### config.mk
export PLATFORM = sky130hd
export DESIGN_NAME = mult_seq_ctrl
export DESIGN_NICKNAME = d
export VERILOG_FILES = /design/src/rtl/mult_seq_ctrl.sv
export SDC_FILE = /design/constraint.sdc
export NUM_CORES = 1
export LEC_CHECK = 0
export ABC_AREA = 1
export BUFFER_PORTS_ARGS = -buffer_cell sky130_fd_sc_hd__buf_2
export CORE_AREA = 4 4 182 184
export DETAILED_ROUTE_END_ITERATION = 10
export DIE_AREA = 0 0 186 188
export GPL_ROUTABILITY_DRIVEN = 0
export GPL_TIMING_DRIVEN = 0
export HOLD_SLACK_MARGIN = 0.06
export PLACE_DENSITY = 0.8
export SLEW_MARGIN = 0
export SYNTH_ARGS = -nofsm -noshare
export SYNTH_HDL_FRONTEND = slang
export SYNTH_SLANG_ARGS = --single-unit
### constraint.sdc
create_clock -name clk -period 4.64 [get_ports clk]
set_input_delay 1.392 -clock clk [delete_from_list [all_inputs] [get_ports clk]]
set_output_delay 1.392 -clock clk [all_outputs]
set_load 0.02 [all_outputs]
### src/rtl/mult_seq_ctrl.sv
// Radix-2 shift-add multiply sequencer for mult/multu in EX.
// Freezes the pipeline while iterating and presents the product for one cycle.
module mult_seq_ctrl #(
  parameter int WIDTH = 32
) (
  input  logic               clk,
  input  logic               reset,
  input  logic               start,
  input  logic               is_signed,
  input  logic [WIDTH-1:0]   op_a,
  input  logic [WIDTH-1:0]   op_b,
  input  logic               abort,
  output logic               pipe_reg_en,
  output logic               busy,
  output logic               done,
  output logic [2*WIDTH-1:0] product
);

  localparam int CW = $clog2(WIDTH) + 1;
  localparam logic [CW-1:0] CNT_INIT = CW'(WIDTH);
  localparam logic [CW-1:0] CNT_ONE = CW'(1);

  typedef enum logic [1:0] {
    IDLE,
    RUN,
    DONE
  } state_e;

  state_e             state_q, state_d;
  logic [CW-1:0]      count_q, count_d;
  logic [2*WIDTH-1:0] acc_q, acc_d;
  logic [2*WIDTH-1:0] mcand_q, mcand_d;
  logic [WIDTH-1:0]   mplier_q, mplier_d;
  logic               neg_q, neg_d;
  logic [2*WIDTH-1:0] prod_q, prod_d;
  logic               busy_q, done_q;

  logic [WIDTH-1:0]   mag_a, mag_b;
  logic [2*WIDTH-1:0] acc_nx;

  // Magnitude of the most negative value wraps to 2^(W-1), read unsigned.
  assign mag_a = (is_signed && op_a[WIDTH-1]) ? -op_a : op_a;
  assign mag_b = (is_signed && op_b[WIDTH-1]) ? -op_b : op_b;
  assign acc_nx = acc_q + (mplier_q[0] ? mcand_q : '0);

  always_comb begin
    state_d     = state_q;
    count_d     = count_q;
    acc_d       = acc_q;
    mcand_d     = mcand_q;
    mplier_d    = mplier_q;
    neg_d       = neg_q;
    prod_d      = prod_q;
    pipe_reg_en = 1'b1;
    unique case (state_q)
      IDLE: begin
        if (start && !abort) begin
          pipe_reg_en = 1'b0;
          mcand_d     = {{WIDTH{1'b0}}, mag_a};
          mplier_d    = mag_b;
          neg_d       = is_signed & (op_a[WIDTH-1] ^ op_b[WIDTH-1]);
          acc_d       = '0;
          count_d     = CNT_INIT;
          state_d     = RUN;
        end
      end
      RUN: begin
        pipe_reg_en = 1'b0;
        if (abort) begin
          state_d = IDLE;
        end else begin
          acc_d    = acc_nx;
          mcand_d  = mcand_q << 1;
          mplier_d = mplier_q >> 1;
          count_d  = count_q - CNT_ONE;
          if (count_q == CNT_ONE) begin
            prod_d  = neg_q ? -acc_nx : acc_nx;
            state_d = DONE;
          end
        end
      end
      DONE: begin
        state_d = IDLE;
      end
      default: begin
        state_d = IDLE;
      end
    endcase
    if (reset) begin
      pipe_reg_en = 1'b1;
    end
  end

  always_ff @(posedge clk) begin
    if (reset) begin
      state_q  <= IDLE;
      count_q  <= '0;
      acc_q    <= '0;
      mcand_q  <= '0;
      mplier_q <= '0;
      neg_q    <= 1'b0;
      prod_q   <= '0;
      busy_q   <= 1'b0;
      done_q   <= 1'b0;
    end else begin
      state_q  <= state_d;
      count_q  <= count_d;
      acc_q    <= acc_d;
      mcand_q  <= mcand_d;
      mplier_q <= mplier_d;
      neg_q    <= neg_d;
      prod_q   <= prod_d;
      busy_q   <= (state_d == RUN);
      done_q   <= (state_d == DONE);
    end
  end

  assign busy    = busy_q;
  assign done    = done_q;
  assign product = prod_q;

endmodule
==> qor.yml <==
cts:
  cts_root_buf: "clkbuf_16"
  post_cts.repair.setup_buffers: 0
  cts_buffers: 26
  cts_tree: "built"
  htreeDepth: 1
  clockBufferDepth: 3
  clk_latency_ns: 0.56
  clk_pin_slew_worst_paths_ns: 0.06
  cts_sinks: 235
  cts_hold_buf: 0
routing:
  num_vias: 22735
  via_per_inst: 5.798
  wl_per_cell_microns: 17.83
  drtIter0Drc: 2632
  dr.pass1.iters: 6
  wl_microns: 69930
  drc_errors: 0
  drtAntennaViolNets: 0
floorplan:
  die_area_sq_um: 34970
  initial_core_util: 0.6039
  pin_count: 136
  chipWidth_microns: 186
  row_count: 65
  core-area_sq_um: 31390
  die_h_microns: 188
timing:
  max_freq_mhz: 214.3
  timing.final.ws_setup_ns: -0.02697
  hold_viol: 0
  slew_violations: 0
  setup_viol: 1
  rsz0062_at_grt: "no"
  relSlewSlack: 0.2113
  period_share: 1.006
  finClkSkew_ns: 0.01740
  tightest_slew_ns: 1.183
  fin_crit_ns: 4.667
worst_setup_path:
  r2r_start: "mplier_q[0]"
  r2r_cells: 22
  path_cells: "clkbuf_1 > clkinvlp_4 > clkbuf_1 > o21ai_0 > buf_2"
  slowest_delay_ns: 0.55
  path_max_fanout: 10
  cp.required_ns: 3.25
  critPathTopFamily: "buffers and inverters"
  critical_path_class: "in2out"
  worstReg2RegEnd: "product[41]"
  critPathMostFrequentCell: "clkbuf_1"
  critPathBufInv: 4
  path_depth: 5
  cp.arrival_ns: 3.27
  rrSetupSlack_ns: 0.22
  cp-start-kind: "input pin"
  cpMaxStageDelayCell: "clkinvlp_4"
  worstSetupEndpointType: "output port"
final_layout:
  drive_gt1_frac: 0.09577
  nFillCells: 2982
  final_util: 0.6706
  mostFrequentLayoutCells: "nand2_1 (1228), inv_1 (475), nor2_1 (282), a21oi_1 (244), dfxtp_1 (235)"
  nets: 3639
  final_common_cell: "nand2_1"
  multi_input_area_sq_um: 12020
  diodes: 0
  final_cells: 3921
  syn_to_final_growth_pct: 11.06
  regArea_sq_um: 4705
min_path:
  hp-start: "acc_q[15]"
  min_path_type: "reg2reg"
  worstHoldPathCells: 2
  min_to: "acc_q[15]"
yosys:
  synth_nets: 3477
  ys.warnings.count: 0
  synth_seq_cells: 235
  yosys.area_share.xor_xnor: 0.02356
  yosysSeqAreaShare: 0.2482
  synthArstFlopShare: 0
  ys.flop_type: "dfxtp_1"
  synthCells: 3339
  synth-simple-area-share: 0.4286
  synthAdderAreaFrac: 0.04594
  avgSynthCellArea_sq_um: 5.677
  synth_top_family_by_area: "simple AND/OR/NAND/NOR gates"
  synth_edf_count: 0
  ys_types: 49
  synth_area_sq_um: 18960
  synth_mux_area_frac: 0
  synth_compound_area_frac: 0.1357
placed_design:
  placed_cells: 3875
  pre_cts_ws_ns: -0.09378
  place.detailed.hpwl_microns: 56540
  io_buffers: 134
global_routing:
  grt_start_max_net_pins: 15
  grt_pass1_wl_microns: 107600
  use_met3: 0.07856
  antenna_found_initial: 1
  gr-usage-met2: 0.6130
  track_usage: 0.3844
  grt_pass1_vias: 21073
  overflow: 0
  grt.busiest_layer: "met2"
  grtUsageMet1: 0.4932
power_and_ir_drop:
  vdd_drop_max_v: 0.0002439
  leakage_nw: 11.22
  power.density_nw_per_um2: 233.4
run:
  drv_cap: 0
run_status:
  violations: "setup timing"
  status: "finished with violations"
[sequential cells by signal, summed over array words and instances (netlist names)]
name / count
acc_q: 64
mplier_q: 32
neg_q: 1
count_q: 6
busy: 1
state_q: 2
done: 1
mcand_q: 64
product: 64
[worst reg2reg max path, cell delays in order, from the launching register on]
cell and delay, ns:
dfxtp_1 0.34, clkbuf_4 0.28, clkbuf_1 0.35, nand2_1 0.12, inv_1 0.20, ha_1 0.28
nand2_1 0.13, nor2_1 0.26, nand2_1 0.21, nor2_1 0.13, nand2_1 0.06, nand3_1 0.20
nand2_1 0.19, nand2_1 0.12, nand2_1 0.05, nand2_1 0.21, nand2_1 0.09, nor2_1 0.27
a21oi_1 0.15, nor2_2 0.29, o21ai_0 0.14, o21ai_1 0.17, inv_1 0.05
[cells in the mapped netlist, drive strengths merged (10+ instances only)]
| library cell | instances | area share |
|---|---|---|
| inv | 489 | 0.097 |
| a21oi | 249 | 0.068 |
| a31oi | 55 | 0.018 |
| ha | 68 | 0.045 |
| nand3 | 209 | 0.060 |
| nor3 | 31 | 0.0090 |
| nor2 | 316 | 0.069 |
| nand4 | 23 | 0.0076 |
| o21ai | 129 | 0.035 |
| dfxtp | 235 | 0.25 |
| nand2 | 1293 | 0.27 |
| buf | 10 | 0.0022 |
| clkbuf | 91 | 0.018 |
| xor2 | 42 | 0.019 |
| nand3b | 31 | 0.012 |
[cell type report]
type | instances | area share
timing repair buffer | 134 | 0.03186
sequential | 235 | 0.2235
multi-input combinational | 2509 | 0.5710
buffer | 101 | 0.01860
clock inverter | 11 | 0.007013
tap | 402 | 0.02389
clock buffer | 35 | 0.03590
inverter | 494 | 0.08826
[power by group]
part	leakage (nW)	switching, mW	internal [mW]
logic	8.88	0.415	0.167
clock network	0.443	0.926	1.31
registers	1.90	0.0342	2.06
total	11.2	1.38	3.54
[repair_timing]
item,4_1_cts,5_1_grt
pin swaps,0,0
endpoints found under the hold margin,0,0
setup endpoints to repair,23,30
gates resized for setup,1,12
[cell families (layout without fill, tap and decap cells)]
group	count (synthesis)	after routing
XOR/XNOR	51	51
buffers and inverters	595	775
AO/OA/AOI/OAI	470	470
flip-flops	235	235
adder cells (fa/ha/maj)	69	69
AND/OR/NAND/NOR	1919	1919
[worst max-delay path by stage]
stage / slack [ns] / endpoint / startpoint
finish: -0.03 / pipe_reg_en / reset
floorplan: 0.73 / pipe_reg_en / abort
global route: 0.02 / product[41] / mplier_q[0]
global placement: -0.009 / product[38] / mplier_q[0]
detailed placement: -0.09 / product[60] / mplier_q[0]
CTS: 0.06 / pipe_reg_en / reset
[metrics by stage]
stage | area, sq um | setup TNS (ns) | power (mW) | hold WS [ns]
2_1_floorplan | 18960 | 0 | 2.485 | 0.4454
3_3_place_gp | 20130 | -0.03055 | 2.679 | 0.4564
3_5_place_dp | 20130 | -0.9763 | 2.695 | 0.4596
4_1_cts | 21040 | 0 | 4.879 | 0.4698
5_1_grt | 21050 | 0 | 5.038 | 0.4818
6_report | 21050 | -0.02697 | 4.913 | 0.4718
[metal layers]
metal | wire (microns) | vias to the layer above
met3 | 9186 | 295
met4 | 4248 | 0
met5 | 0 | -
met1 | 26210 | 10189
li1 | - | 10815
met2 | 30290 | 1436
Power figures use the tool's default switching activity.
